[src/rtl/rvsteel_reset_ctrl_pkg.sv]
// Shared types for the rvsteel reset/halt sequencer: FSM state encoding, reset cause codes
// and a counter-width helper.
package rvsteel_reset_ctrl_pkg;

   typedef enum logic [1:0] {
      POR    = 2'd0,
      ASSERT = 2'd1,
      HOLD   = 2'd2,
      RUN    = 2'd3
   } state_t;

   typedef enum logic [1:0] {
      CAUSE_POR    = 2'd0,
      CAUSE_BUTTON = 2'd1,
      CAUSE_WDT    = 2'd2
   } cause_t;

   // Width able to hold 0..value-1, never narrower than one bit.
   function automatic int clog2_min1(input int value);
      return (value <= 2) ? 1 : $clog2(value);
   endfunction

endpackage

[src/rtl/rvsteel_reset_halt_controller_if.sv]
// Button inputs and core-control outputs of the reset/halt sequencer.
// The board side uses master, the controller uses slave.
interface rvsteel_reset_halt_controller_if;

   logic       reset_button;
   logic       halt_button;
   logic       wdt_kick;
   logic       core_reset;
   logic       core_halt;
   logic [1:0] reset_cause;

   modport master (
      output reset_button, halt_button, wdt_kick,
      input  core_reset, core_halt, reset_cause
   );

   modport slave (
      input  reset_button, halt_button, wdt_kick,
      output core_reset, core_halt, reset_cause
   );

endinterface

[src/rtl/rvsteel_button_debouncer.sv]
// Two-flop synchronizer plus debounce counter for one raw push-button; emits a 1-cycle
// press pulse on each accepted rising level.
module rvsteel_button_debouncer
   import rvsteel_reset_ctrl_pkg::*;
#(
   parameter int DEBOUNCE_CYCLES = 120000
) (
   input  logic clock,
   input  logic reset_n,
   input  logic button,
   output logic level,
   output logic press
);

   localparam int CNT_W = clog2_min1(DEBOUNCE_CYCLES);
   localparam logic [CNT_W-1:0] CNT_LAST = CNT_W'(DEBOUNCE_CYCLES - 1);

   logic [1:0]       sync_ff;
   logic [CNT_W-1:0] stable_count;

   always_ff @(posedge clock or negedge reset_n) begin
      if (!reset_n) begin
         sync_ff <= 2'b00;
      end else begin
         sync_ff <= {sync_ff[0], button};
      end
   end

   // Any cycle back at the accepted level restarts the count of differing cycles.
   always_ff @(posedge clock or negedge reset_n) begin
      if (!reset_n) begin
         level        <= 1'b0;
         press        <= 1'b0;
         stable_count <= '0;
      end else if (sync_ff[1] == level) begin
         press        <= 1'b0;
         stable_count <= '0;
      end else if (stable_count == CNT_LAST) begin
         level        <= sync_ff[1];
         press        <= sync_ff[1];
         stable_count <= '0;
      end else begin
         press        <= 1'b0;
         stable_count <= stable_count + CNT_W'(1);
      end
   end

endmodule

[src/rtl/rvsteel_reset_halt_controller.sv]
// Reset/halt sequencer for the rvsteel core: POR stretch, debounced reset button with hold-off,
// halt toggle. Optional watchdog enabled by defining RVSTEEL_RESET_CTRL_WATCHDOG_EN.
module rvsteel_reset_halt_controller
   import rvsteel_reset_ctrl_pkg::*;
#(
   parameter int DEBOUNCE_CYCLES   = 120000,
   parameter int POR_CYCLES        = 1024,
   parameter int RESET_HOLD_CYCLES = 16,
   parameter int WDT_CYCLES        = 12000000
) (
   input logic clock,
   input logic reset_n,
   rvsteel_reset_halt_controller_if.slave ctrl
);

   localparam int POR_W  = clog2_min1(POR_CYCLES);
   localparam int HOLD_W = clog2_min1(RESET_HOLD_CYCLES);
   localparam int CNT_W  = (POR_W > HOLD_W) ? POR_W : HOLD_W;
   localparam logic [CNT_W-1:0] POR_LAST  = CNT_W'(POR_CYCLES - 1);
   localparam logic [CNT_W-1:0] HOLD_LAST = CNT_W'(RESET_HOLD_CYCLES - 1);

   state_t           state;
   state_t           next_state;
   cause_t           cause_q;
   logic [CNT_W-1:0] state_count;
   logic             core_reset_q;
   logic             core_halt_q;
   logic             reset_level;
   logic             halt_press;
   logic             wdt_expire;
   logic             unused_reset_press;
   logic             unused_halt_level;

   rvsteel_button_debouncer #(.DEBOUNCE_CYCLES(DEBOUNCE_CYCLES)) u_reset_debouncer (
      .clock   (clock),
      .reset_n (reset_n),
      .button  (ctrl.reset_button),
      .level   (reset_level),
      .press   (unused_reset_press)
   );

   rvsteel_button_debouncer #(.DEBOUNCE_CYCLES(DEBOUNCE_CYCLES)) u_halt_debouncer (
      .clock   (clock),
      .reset_n (reset_n),
      .button  (ctrl.halt_button),
      .level   (unused_halt_level),
      .press   (halt_press)
   );

`ifdef RVSTEEL_RESET_CTRL_WATCHDOG_EN
   localparam int WDT_W = clog2_min1(WDT_CYCLES);
   localparam logic [WDT_W-1:0] WDT_LAST = WDT_W'(WDT_CYCLES - 1);

   logic [WDT_W-1:0] wdt_count;

   // A kick in the expiry cycle wins; the counter only advances while running unhalted.
   assign wdt_expire = (state == RUN) && !core_halt_q && !ctrl.wdt_kick && (wdt_count == WDT_LAST);

   always_ff @(posedge clock or negedge reset_n) begin
      if (!reset_n) begin
         wdt_count <= '0;
      end else if ((state != RUN) || core_halt_q || ctrl.wdt_kick || wdt_expire) begin
         wdt_count <= '0;
      end else begin
         wdt_count <= wdt_count + WDT_W'(1);
      end
   end
`else
   localparam int unused_wdt_cycles = WDT_CYCLES;
   logic unused_wdt_kick;

   assign unused_wdt_kick = ctrl.wdt_kick;
   assign wdt_expire      = 1'b0;
`endif

   // The reset button is ignored during POR; it restarts the sequence from HOLD or RUN.
   always_comb begin
      next_state = state;
      case (state)
         POR:     if (state_count == POR_LAST) next_state = HOLD;
         ASSERT:  if (!reset_level) next_state = HOLD;
         HOLD: begin
            if (reset_level)                     next_state = ASSERT;
            else if (state_count == HOLD_LAST)   next_state = RUN;
         end
         RUN: begin
            if (reset_level)     next_state = ASSERT;
            else if (wdt_expire) next_state = HOLD;
         end
         default: next_state = POR;
      endcase
   end

   // Outputs follow next_state so core_reset and core_halt can never be high together.
   always_ff @(posedge clock or negedge reset_n) begin
      if (!reset_n) begin
         state        <= POR;
         state_count  <= '0;
         core_reset_q <= 1'b1;
         core_halt_q  <= 1'b0;
         cause_q      <= CAUSE_POR;
      end else begin
         state        <= next_state;
         core_reset_q <= (next_state != RUN);

         if (next_state != state) begin
            state_count <= '0;
         end else if ((state == POR) || (state == HOLD)) begin
            state_count <= state_count + CNT_W'(1);
         end

         if (next_state != RUN) begin
            core_halt_q <= 1'b0;
         end else if ((state == RUN) && halt_press) begin
            core_halt_q <= ~core_halt_q;
         end

         if ((next_state == ASSERT) && (state != ASSERT)) begin
            cause_q <= CAUSE_BUTTON;
         end else if (wdt_expire) begin
            cause_q <= CAUSE_WDT;
         end
      end
   end

   assign ctrl.core_reset  = core_reset_q;
   assign ctrl.core_halt   = core_halt_q;
   assign ctrl.reset_cause = cause_q;

endmodule

[src/flat_wrapper.sv]
// flat-port wrapper written by rule: the top's interface ports become plain ports
module rvsteel_reset_halt_controller_flat import rvsteel_reset_ctrl_pkg::*;
#(
   parameter int DEBOUNCE_CYCLES   = 120000,
   parameter int POR_CYCLES        = 1024,
   parameter int RESET_HOLD_CYCLES = 16,
   parameter int WDT_CYCLES        = 12000000
)
  (clock, reset_n, ctrl_reset_button, ctrl_halt_button, ctrl_wdt_kick, ctrl_core_reset, ctrl_core_halt, ctrl_reset_cause);
  rvsteel_reset_halt_controller_if ctrl_i ();
  input logic clock;
  input logic reset_n;
  input wire logic [$bits(ctrl_i.reset_button)-1:0] ctrl_reset_button;
  input wire logic [$bits(ctrl_i.halt_button)-1:0] ctrl_halt_button;
  input wire logic [$bits(ctrl_i.wdt_kick)-1:0] ctrl_wdt_kick;
  output wire logic [$bits(ctrl_i.core_reset)-1:0] ctrl_core_reset;
  output wire logic [$bits(ctrl_i.core_halt)-1:0] ctrl_core_halt;
  output wire logic [$bits(ctrl_i.reset_cause)-1:0] ctrl_reset_cause;
  assign ctrl_i.reset_button = ctrl_reset_button;
  assign ctrl_i.halt_button = ctrl_halt_button;
  assign ctrl_i.wdt_kick = ctrl_wdt_kick;
  assign ctrl_core_reset = ctrl_i.core_reset;
  assign ctrl_core_halt = ctrl_i.core_halt;
  assign ctrl_reset_cause = ctrl_i.reset_cause;
  rvsteel_reset_halt_controller #(.DEBOUNCE_CYCLES(DEBOUNCE_CYCLES), .POR_CYCLES(POR_CYCLES), .RESET_HOLD_CYCLES(RESET_HOLD_CYCLES), .WDT_CYCLES(WDT_CYCLES)) u_core (.clock(clock), .reset_n(reset_n), .ctrl(ctrl_i));
endmodule
[config.mk]
export PLATFORM = sky130hd
export DESIGN_NAME = rvsteel_reset_halt_controller_flat
export DESIGN_NICKNAME = d
export VERILOG_FILES = /design/src/rtl/rvsteel_reset_ctrl_pkg.sv /design/src/rtl/rvsteel_reset_halt_controller_if.sv /design/src/rtl/rvsteel_button_debouncer.sv /design/src/rtl/rvsteel_reset_halt_controller.sv /design/src/flat_wrapper.sv
export SDC_FILE = /design/constraint.sdc
export NUM_CORES = 1
export LEC_CHECK = 0
export CORE_ASPECT_RATIO = 0.6
export CORE_MARGIN = 2
export CORE_UTILIZATION = 47
export DETAILED_ROUTE_END_ITERATION = 8
export GPL_TIMING_DRIVEN = 0
export PLACE_DENSITY = 0.65
export SYNTH_ARGS = -nofsm -noshare
export SYNTH_HDL_FRONTEND = slang
export SYNTH_SLANG_ARGS = --single-unit
export TNS_END_PERCENT = 5
[constraint.sdc]
create_clock -name clock -period 2.23 [get_ports clock]
set_input_delay 0.446 -clock clock [delete_from_list [all_inputs] [get_ports clock]]
set_output_delay 0.446 -clock clock [all_outputs]
set_load 0.01 [all_outputs]
==> results.yml <==
setup_path:
  crit_path_max_fanout: 10
  critPathKind: "register to register"
  rr_endpoint: "u_core.u_halt_debouncer.stable_count[13]"
  r2r-start: "u_core.u_halt_debouncer.stable_count[8]"
  setup.worst_path.end: "u_core.u_halt_debouncer.stable_count[13]"
  rrSetupSlack_ps: 280
  end_kind: "register"
  cp.required_ps: 2430
  cp-start-kind: "register"
  r2r_cells: 5
  arrival_ps: 2150
  worstSetupStartpoint: "u_core.u_halt_debouncer.stable_count[8]"
sta:
  finalCritPeriodShare_pct: 87.45
  post-route-min-period_ps: 1950
  slew_violations: 0
  finalClockSkew_ps: 16.80
  max_freq_mhz: 512.8
  setup_violations: 0
  rsz0062_at_grt: "no"
  holdWs_ps: 52.71
  final-hold-violation-count: 0
global_route:
  grt.total_usage_pct: 17.62
  grt_start_max_net_pins: 41
  overflow: 0
  grt_pass1_vias: 1826
  antenna_found_initial: 0
  grt_pass1_wl_um: 8818
cts:
  ctsHoldBuffers: 0
  cts_resized: 0
  clkLatencyLatePin_ps: 310
  clock_path_buffers: 2
  cts_inserted_buffers: 5
  cts_root_buf: "clkbuf_8"
  htreeDepth: 2
  cts_tree: "done"
  post-cts-setup-buffers: 0
  cts_sinks: 56
  path_clk_slew_ps: 100
min_path:
  min-delay-path-class: "primary input to async pin"
place:
  place.gp.congestion: 0.8246
  dp_cells: 347
  port_buffers: 6
  hpwl_um: 3388
finish:
  antenna_cells: 0
  num-nets-final: 282
  drive_gt1_share_pct: 9.818
  syn_to_final_growth_pct: 11.62
  final_cells: 355
logic_synthesis:
  ys_types: 47
  synth_nets: 268
  synth_mux_area_share_pct: 1.208
  ys_seq_elements: 56
  yosys-top-cells-count: "55 x dfrtp_1, 50 x nor2_1, 26 x xnor2_1"
  synth_area_um2: 2693
  synth.area.top_cells: "dfrtp_1 51%, xnor2_1 8.5%, nor2_1 7.0%"
  ys_async_sr_fraction_pct: 100.0
  seq_area_frac_synth_pct: 52.09
  syn-mean-instance-area_um2: 10.36
  synthXorXnorAreaFrac_pct: 13.01
  synth_top_area_share_pct: 51.12
  synth_cells: 260
  synth_top_cell_by_area: "dfrtp_1"
  ys.flop_type: "dfrtp_1"
  synth.yosys.warnings: 0
  synth_top_family_by_area: "simple AND/OR/NAND/NOR gates"
  synth_adder_area_share_pct: 1.766
  synth-simple-area-share_pct: 24.54
  synth-edff-count: 0
  synth_most_common_cell: "dfrtp_1"
  synth_compound_area_share_pct: 4.089
power:
  p_int_uw: 1501
  seq_power_share_pct: 54.8
  p_switching_uw: 396.4
  clkPwrFrac_pct: 41.9
  ir_drop_mv: 0.3533
  combPwrFrac_pct: 3.3
  swShare_pct: 20.89
  p_per_area_nw_per_um2: 631.5
  p_leak_uw: 0.001227
detailed_routing:
  num_vias: 1796
  drt_first_pass_iters: 6
  wl_um: 4783
  drt_iter0_markers: 89
  routed_via_density: 5.059
  wire_per_inst_um: 13.47
  drc: 0
  postRouteAntennaNets: 0
die:
  core_region_area_um2: 5544
  die_w_um: 101.7
  die_h_um: 62.63
  row_count: 21
  die_area_um2: 6370
  io_pins: 9
  initial_core_util_pct: 48.57
flow_run:
  max_cap_violations: 0
outcome:
  status: "complete, no violations"
## cells by family (layout without fill, tap and decap cells)
family	after synthesis	in the layout
flip-flops	56	56
adder cells (fa/ha/maj)	4	4
AND/OR/NAND/NOR	126	126
buffers and inverters	17	32
AO/OA/AOI/OAI	13	13
XOR/XNOR	40	40
multiplexers	3	3
other	1	1
## through the flow
step	utilization (%)	TNS [ps]	instance area, um^2	worst slack [ps]	total power (uW)
6_report	54.21	0	3005	279.9	1898
4_1_cts	54.21	0	3005	289.5	1921
5_1_grt	54.21	0	3005	165.2	1987
3_5_place_dp	51.73	0	2868	299.4	1127
3_3_place_gp	51.46	-61790	2853	-1118	1123
2_1_floorplan	-	0	2693	493.1	1088
## cells in the final DEF (no fill, tap or decap), drive strengths merged, types with 2 or more instances in the layout
master and count:
inv 11, or4 3, nand2 9, xnor2 26, nor4 8, mux2 2, and3 3, xor2 14
nand4 10, nand3 17, nand2b 2, or2 3, dfrtp 55, nor2 50, clkdlybuf4s50 5, a21oi 3
clkbuf 7, buf 7, a31o 2, nor3 11, o31ai 3, ha 3, bufinv 2
## registers in the layout, indices dropped and copies added, names as in the netlist
| register | flops |
|---|---|
| u_core.state_count | 10 |
| u_core.u_reset_debouncer.sync_ff | 2 |
| u_core.ctrl.core_halt | 1 |
| u_core.ctrl.reset_cause | 1 |
| u_core.state | 2 |
| u_core.u_reset_debouncer.level | 1 |
| u_core.ctrl.core_reset | 1 |
| u_core.u_reset_debouncer.stable_count | 17 |
| u_core.u_halt_debouncer.stable_count | 17 |
| u_core.u_halt_debouncer.level | 1 |
| u_core.u_halt_debouncer.sync_ff | 2 |
| u_core.u_halt_debouncer.press | 1 |
## routing by layer
metal	vias to the layer above	global-route usage, %	wire (um)
li1	914	-	-
met1	840	27.78	2602
met2	38	23.85	1945
met3	4	4.027	202
met4	0	5.236	32
met5	-	0	0
## worst min-delay path by stage
stage / end / slack (ps)
3_3_place_gp: u_core.u_reset_debouncer.sync_ff[1] / 340
4_1_cts: u_core.ctrl.reset_cause[0] / 60
3_5_place_dp: u_core.u_reset_debouncer.sync_ff[1] / 340
6_report: u_core.u_reset_debouncer.stable_count[0] / 50
5_1_grt: u_core.ctrl.reset_cause[0] / 60
2_1_floorplan: u_core.ctrl.core_halt / 150
## worst max-delay path, stage by stage (launching register included)
cell and delay (ps):
dfrtp_1 470, nor4bb_1 390, nand4_1 280, o31ai_4 430, buf_6 200, nor2_1 50
## cell type report
class                           count  area [um^2]
Inverter                           10        37.54
Timing Repair Buffer                7        75.07
Tap cell                           80        100.1
Clock buffer                        5        68.82
Fill cell                         506         2539
Multi-Input combinational cell    187         1205
Sequential cell                    56         1403
Clock inverter                      3        68.82
Buffer                              7        47.55
## power by group through the flow
stage	combinational [uW]	clock, uW	sequential, uW
floorplan	29.9	0	1060
global placement	61.7	0	1060
detailed placement	65.5	0	1060
CTS	65.6	814	1040
global route	73.6	870	1040
finish	62.4	795	1040
Power figures use the tool's default switching activity.
